[src/rtl/tm1638_readkeys_if.sv]
// tm1638_readkeys_if: read request, TM1638 CLK/DIO pins and decoded key result.
interface tm1638_readkeys_if;
  logic start;
  logic busy;
  logic dev_din;
  logic dev_clk;
  logic data_valid;
  logic [31:0] raw;
  logic [7:0] keys;
  modport master(output start, dev_din, input busy, dev_clk, data_valid, raw, keys);
  modport slave(input start, dev_din, output busy, dev_clk, data_valid, raw, keys);
endinterface

[src/rtl/tm1638_readkeys.sv]
// tm1638_readkeys: after the read-key command, wait tWAIT, clock in 4 scan bytes LSB first and decode 8 keys.
module tm1638_readkeys #(
  parameter int WAIT_CYCLES = 2
) (
  input logic drvclk,
  input logic reset,
  tm1638_readkeys_if.slave bus
);
  localparam int WW = WAIT_CYCLES > 1 ? $clog2(WAIT_CYCLES) : 1;
  typedef enum logic [1:0] {IDLE, WAIT, READ} state_t;
  state_t state;
  logic [WW-1:0] wcnt;
  logic [5:0] bcnt;
  logic [31:0] shift;
  logic [7:0] dec;
  assign bus.busy = state != IDLE;
  // key n sits at bit 0 (n<4) or bit 4 (n>=4) of scan byte n mod 4
  always_comb begin
    dec = '0;
    for (int n = 0; n < 8; n++) dec[n] = shift[8*(n%4) + 4*(n/4)];
  end
  always_ff @(posedge drvclk or posedge reset) begin
    if (reset) begin
      state <= IDLE;
      wcnt <= '0;
      bcnt <= '0;
      shift <= '0;
      bus.dev_clk <= 1'b1;
      bus.data_valid <= 1'b0;
      bus.raw <= '0;
      bus.keys <= '0;
    end else begin
      bus.data_valid <= 1'b0;
      case (state)
        IDLE: if (bus.start) begin
          state <= WAIT;
          wcnt <= '0;
        end
        WAIT: begin
          wcnt <= wcnt + 1'b1;
          if (wcnt == WW'(WAIT_CYCLES - 1)) begin
            state <= READ;
            bus.dev_clk <= 1'b0;
            bcnt <= '0;
          end
        end
        READ: if (!bus.dev_clk) begin
          bus.dev_clk <= 1'b1;
          shift[bcnt[4:0]] <= bus.dev_din;
          bcnt <= bcnt + 1'b1;
        end else if (!bcnt[5]) begin
          bus.dev_clk <= 1'b0;
        end else begin
          state <= IDLE;
          bus.raw <= shift;
          bus.keys <= dec;
          bus.data_valid <= 1'b1;
        end
        default: state <= IDLE;
      endcase
    end
  end
endmodule
[src/flat_wrapper.sv]
// flat-port wrapper written by rule: the top's interface ports become plain ports
module tm1638_readkeys_flat 
#(
  parameter int WAIT_CYCLES = 2
)
  (drvclk, reset, bus_start, bus_dev_din, bus_busy, bus_dev_clk, bus_data_valid, bus_raw, bus_keys);
  tm1638_readkeys_if bus_i ();
  input logic drvclk;
  input logic reset;
  input wire logic [$bits(bus_i.start)-1:0] bus_start;
  input wire logic [$bits(bus_i.dev_din)-1:0] bus_dev_din;
  output wire logic [$bits(bus_i.busy)-1:0] bus_busy;
  output wire logic [$bits(bus_i.dev_clk)-1:0] bus_dev_clk;
  output wire logic [$bits(bus_i.data_valid)-1:0] bus_data_valid;
  output wire logic [$bits(bus_i.raw)-1:0] bus_raw;
  output wire logic [$bits(bus_i.keys)-1:0] bus_keys;
  assign bus_i.start = bus_start;
  assign bus_i.dev_din = bus_dev_din;
  assign bus_busy = bus_i.busy;
  assign bus_dev_clk = bus_i.dev_clk;
  assign bus_data_valid = bus_i.data_valid;
  assign bus_raw = bus_i.raw;
  assign bus_keys = bus_i.keys;
  tm1638_readkeys #(.WAIT_CYCLES(WAIT_CYCLES)) u_core (.drvclk(drvclk), .reset(reset), .bus(bus_i));
endmodule
[config.mk]
export PLATFORM = sky130hd
export DESIGN_NAME = tm1638_readkeys_flat
export DESIGN_NICKNAME = d
export VERILOG_FILES = /design/src/rtl/tm1638_readkeys_if.sv /design/src/rtl/tm1638_readkeys.sv /design/src/flat_wrapper.sv
export SDC_FILE = /design/constraint.sdc
export NUM_CORES = 1
export LEC_CHECK = 0
export ABC_AREA = 1
export CORE_MARGIN = 2
export CORE_UTILIZATION = 50
export CTS_CLUSTER_DIAMETER = 80
export DETAILED_ROUTE_END_ITERATION = 12
export HOLD_SLACK_MARGIN = 0.12
export MAX_ROUTING_LAYER = met4
export PLACE_DENSITY = 0.74
export SLEW_MARGIN = 0
export SYNTH_ARGS = -nofsm -noshare
export SYNTH_HDL_FRONTEND = slang
export SYNTH_SLANG_ARGS = --single-unit
[constraint.sdc]
create_clock -name drvclk -period 3.4 [get_ports drvclk]
set_input_delay 0.68 -clock drvclk [delete_from_list [all_inputs] [get_ports drvclk]]
set_output_delay 0.68 -clock drvclk [all_outputs]
set_load 0.02 [all_outputs]
==> reports/results.ini, run 1 <==
[outcome]
outcome = complete, no violations

[critical_path]
worst-path-max-fanout = 3
rr_endpoint = u_core.bus.raw[29]$_DFFE_PP0P_
end_kind = output pin
required_ps = 2720
worstReg2RegStart = u_core.state[0]$_DFFE_PP0P_
reg2reg_slack_ps = 1360
crit_type = flip-flop to output pin
cp-start-kind = flip-flop
cp.arrival_ps = 1710
worstRegToRegCells = 7

[clock_network]
cts_max_level = 3
clk_pin_slew_ps = 70
hold_buffers = 0
clock_latency_ps = 350
numCtsBuffers = 9
cts.sinks = 75
post_cts_buffers = 0
clock-root-buffer = clkbuf_8
cts_resized = 0
cts_buffer_depth = 2
cts_tree = built

[synth]
ys_seq_elements = 75
syn_inst = 379
netlist_area_um2 = 3400
ys_types = 29
synth_flop_cell = dfrtp_1
ys_seq_area_frac = 0.552
synthTopCellsByArea = dfrtp_1 54%, nand2_1 18%, o21ai_0 4.1%, ha_1 2.6%, inv_1 2.5%
synth_most_common_cell = nand2_1
ys_warn_count = 0
postSynth.asyncResetShare = 1.00
syn_nets = 390
synth_edf_count = 0
yosysTopAreaCell = dfrtp_1
yosysTopAreaCellShare = 0.544
yosys-top-cells-count = 166 x nand2_1, 74 x dfrtp_1, 28 x o21ai_0
syn_area_per_cell_um2 = 8.98

[pwr]
max-vdd-ir-drop_mv = 0.513
power.density_cell_area_nw_per_um2 = 540
total_power_uw = 2180
static-leakage-power_uw = 0.00197

[hold_path]
hp-start = u_core.shift[0]$_DFFE_PP0P_
whs_endpoint = u_core.bus.keys[0]$_DFFE_PP0P_
hold_path_class = flip-flop to flip-flop
min_path_cells = 2

[drt]
vias_per_cell = 4.90
detail-route-antenna-nets = 0
num_vias = 2456
drt_iter0_drc = 148
routed_wl_um = 6180
drc_errors = 0
post_drt_wl_per_cell_um = 12.3
drt-pass1-iter-count = 5

[grt]
grt_remaining_overflow = 0
grt_start_max_net_pins = 61
grtUsageTotal = 0.192
antenna_found_initial = 0
grt_first_pass_wirelength_um = 10900
grt_pass1_vias = 2398

[floorplanning]
rows = 30
initial_core_util = 0.509
fp.dieH_um = 86.5
dieArea_um2 = 7480
die_w_um = 86.5
design.portCount = 47
core_area_um2 = 6680

[timing]
worst_pin_slew_ps = 799
finalSetupViolations = 0
fin_ws_ps = 1010
clock_skew_ps = 11.0
relSlewSlack = 0.467
rsz0062_at_grt = false
finalMaxSlewViolations = 0
hold_violations = 0
fin_setup_tns_ps = 0
fmax_mhz = 419
period_needed_ps = 2390
min_period_over_period = 0.702

[flow_run]
maxCapViolations = 0

[layout]
drive_gt1_frac = 0.0926
antennaDiodeCount = 0
fin_util = 0.605
nets = 427
area_delta_synth_final_pct = 18.9

[place]
io_buffer_count = 46
dp_hpwl_um = 4130
globalplace.congestion = 0.835
pre_cts_ws_ps = 1270

==> kinds of logic (layout without fill, tap and decap cells) <==
family                     Yosys count  count (layout)  share of synthesized area
adders and majority gates            7               7                     0.0257
and+or+nand+nor                    201             201                      0.267
DFF                                 75              75                      0.552
buffers and inverters               48              90                     0.0820
AOI/OAI and AO/OA                   48              48                     0.0732
==> layout make-up <==
| type | count | area [um^2] |
|---|---|---|
| fill | 566 | 2640 |
| sequential | 75 | 1880 |
| inverter | 27 | 104 |
| clock buffer | 13 | 169 |
| timing repair buffer | 47 | 480 |
| tap | 80 | 100 |
| clock inverter | 3 | 68.8 |
| multi-input combinational | 256 | 1240 |
==> critical path: stages, from the launching register on <==
cell and delay, ps:
dfrtp_1 390, inv_1 80, ha_1 210, inv_1 80
clkdlybuf4s50_1 600
==> report_power, final <==
part	internal [uW]	leakage (uW)	total (uW)	switching [uW]
Clock	475	0.000120	793	318
Combinational	132	0.000972	405	273
Sequential	946	0.000879	986	39.7
==> cells in the final DEF (no fill, tap or decap), drive strengths merged, types with 2 or more instances in the layout <==
cell type	count
nand3	12
nor3	8
dfrtp	74
nor2	11
inv	27
bufinv	2
nand2	168
o21ai	45
clkdlybuf4s50	46
ha	7
clkbuf	13
==> worst max-delay path by stage <==
stage | start | endpoint | slack (ps) | cells past startpoint
after floorplan | reset | u_core.bcnt[0]$_DFFE_PP0P_ | 810 | 1
after global placement | bus_dev_din | u_core.shift[5]$_DFFE_PP0P_ | 1320 | 3
after detailed placement | bus_dev_din | u_core.shift[7]$_DFFE_PP0P_ | 1270 | 3
after CTS | u_core.state[0]$_DFFE_PP0P_ | bus_busy | 1000 | 4
after global routing | u_core.state[0]$_DFFE_PP0P_ | bus_busy | 930 | 4
final | u_core.state[0]$_DFFE_PP0P_ | bus_busy | 1010 | 4
==> flip-flops by register name (all words and copies together), names as in the netlist <==
register / cells
u_core.bcnt: 6
u_core.bus.data_valid: 1
u_core.bus.dev_clk: 1
u_core.bus.keys: 7
u_core.bus.raw: 25
u_core.shift: 32
u_core.state: 2
u_core.wcnt: 1
==> stage by stage <==
stage                     hold slack [ps]  cell area (um^2)  std cells
after global routing                  494              4050        501
after floorplan                       449              3400        379
after global placement                454              3810        485
after CTS                             477              4050        501
after detailed placement              457              3810        485
final                                 470              4050        501
==> layer usage <==
layer | up-vias | part of all wire | GRT usage
met2 | 45 | 0.48 | 0.302
met5 | - | 0 | -
met1 | 1142 | 0.46 | 0.239
met3 | 11 | 0.039 | 0.0419
li1 | 1258 | - | -
met4 | 0 | 0.020 | 0.0895
(Power assumes the default switching activity.)
==> run 2: changes to the inputs <==
==> constraint.sdc (replaced) <==
create_clock -name drvclk -period 2.46 [get_ports drvclk]
set_input_delay 0.492 -clock drvclk [delete_from_list [all_inputs] [get_ports drvclk]]
set_output_delay 0.492 -clock drvclk [all_outputs]
set_load 0.02 [all_outputs]
==> run 2 against run 1 <==
Compared with the run above: register-to-register slack worse by 720 ps; sequential power up 38%; core utilization down 0.24 points; largest power group unchanged; routed wire length down 0.34%; via count up 2.0%; flip-flop and latch count unchanged; worst setup slack worse by 750 ps; combinational power up 41%; global-route usage about the same; non-clock buffer count up 2; critical path depth unchanged; hold slack worse by 41 ps; largest cell class unchanged.
==> reports/results.ini, run 2 (synthesis results as in run 1) <==
[critical_path]
slowest_stage = clkdlybuf4s50_1
required_ps = 1970
worst-path-max-fanout = 3
cp_slowest_stage_delay_ps = 600
end_kind = output pin
cp.arrival_ps = 1700
cp_cell_sequence = inv_1 -> ha_1 -> inv_1 -> clkdlybuf4s50_1
crit_type = flip-flop to output pin
crit_top_cell = inv_1
cp-start-kind = flip-flop

[drt]
wl_met1_um = 2870
drc_errors = 0
detail-route-antenna-nets = 0
drt_iter0_drc = 133
dr_wl_met2_um = 2920
num_vias = 2505
routed_wl_um = 6160
drt-pass1-iter-count = 4
top_layer = met4
post_drt_wl_per_cell_um = 12.3
vias_per_cell = 4.99
wl_met3_um = 283

[timing]
fin_setup_tns_ps = 0
relSlewSlack = 0.665
finalSetupViolations = 0
period_needed_ps = 2200
hold_violations = 0
rsz0062_at_grt = false
clock_skew_ps = 8.23
finalMaxSlewViolations = 0
worst_pin_slew_ps = 502
min_period_over_period = 0.893
fmax_mhz = 455

[floorplanning]
core_area_um2 = 6680
initial_core_util = 0.509
design.portCount = 47
dieArea_um2 = 7480
rows = 30
die_w_um = 86.5
fp.dieH_um = 86.5

[clock_network]
cts_max_level = 3
cts_buffer_depth = 2
cts.sinks = 75
numCtsBuffers = 9
hold_buffers = 0
post_cts_buffers = 0
clock-root-buffer = clkbuf_8
cts_resized = 0
clock_latency_ps = 350
clk_pin_slew_ps = 80
cts_tree = built

[grt]
grtUsageTotal = 0.192
grt_remaining_overflow = 0
antenna_found_initial = 0
grt_first_pass_wirelength_um = 10900
grt_start_max_net_pins = 60
grt_pass1_vias = 2469

[place]
globalplace.congestion = 0.867
placed_cell_area_um2 = 3820
dp_cells = 487
io_buffer_count = 46
dp_hpwl_um = 4190

[layout]
nFillCells = 569
largest_reg_flops = 32
final_cells = 502
nets = 429
drive_gt1_frac = 0.0948
final_cell_mix = 166 x nand2_1, 74 x dfrtp_1, 46 x clkdlybuf4s50_1
antennaDiodeCount = 0
area_delta_synth_final_pct = 18.4
fin_area_um2 = 4030
regArea_um2 = 1880
multi_input_area_um2 = 1240
final_common_cell = nand2_1
regMostFlops = u_core.shift
top_regs = u_core.shift (32), u_core.bus.raw (25), u_core.bus.keys (7)
fin_util = 0.603

[flow_run]
maxCapViolations = 0

[pwr]
max-vdd-ir-drop_mv = 0.596
power.density_cell_area_nw_per_um2 = 728
total_power_uw = 2930
static-leakage-power_uw = 0.00197

[outcome]
outcome = complete, no violations

[hold_path]
hold_path_class = input pin to async pin

## run 2: layout make-up
cell class,count,area share
clock buffer,10,0.0317
clock inverter,5,0.0196
inverter,27,0.0258
multi-input combinational,256,0.309
sequential,75,0.466
tap,80,0.0248
timing repair buffer,49,0.123
## run 2: final timing paths
check | startpoint | slack [ps] | cells after the start | to
max | u_core.state[0]$_DFFE_PP0P_ | 260 | 4 | bus_busy
min | reset | 430 | 2 | u_core.bus.raw[14]$_DFFE_PP0P_
max reg2reg | u_core.state[0]$_DFFE_PP0P_ | 640 | 7 | u_core.bus.raw[29]$_DFFE_PP0P_
min reg2reg | u_core.bus.raw[1]$_DFFE_PP0P_ | 470 | 2 | u_core.bus.raw[1]$_DFFE_PP0P_
max in group asynchronous | reset | 1370 | 3 | u_core.bus.dev_clk$_DFFE_PP1P_
min in group drvclk | u_core.bus.raw[1]$_DFFE_PP0P_ | 470 | 2 | u_core.bus.raw[1]$_DFFE_PP0P_
## run 2: worst max-delay path, delay by kind of cell (launching register included)
family                     cells  cell delay [ps]
buffers and inverters          3              760
DFF                            1              380
adders and majority gates      1              220
## run 2: through the flow
stage / hold WS (ps) / setup slack [ps]
floorplan: 449 / 59.7
global placement: 455 / 681
detailed placement: 458 / 647
CTS: 429 / 251
global route: 449 / 177
finish: 429 / 264
## run 2: where the power goes
group	switching [uW]	total [uW]	internal [uW]
logic	386	570	184
clock network	437	1000	564
registers	55.7	1360	1310
total	879	2930	2060
## run 2: routing by layer
| metal | track usage | up-vias |
|---|---|---|
| li1 | - | 1262 |
| met1 | 0.234 | 1187 |
| met2 | 0.303 | 49 |
| met3 | 0.0619 | 7 |
| met4 | 0.0668 | 0 |
| met5 | - | - |
==> run 3: changes to the inputs <==
--- a/config.mk
+++ b/config.mk
@@ -10,6 +10,7 @@
 export CORE_UTILIZATION = 50
 export CTS_CLUSTER_DIAMETER = 80
 export DETAILED_ROUTE_END_ITERATION = 12
+export GPL_ROUTABILITY_DRIVEN = 0
 export HOLD_SLACK_MARGIN = 0.12
 export MAX_ROUTING_LAYER = met4
 export PLACE_DENSITY = 0.74
==> results of run 3 <==
Same layout as run 2: the final DEF is identical, and so are final timing and power.
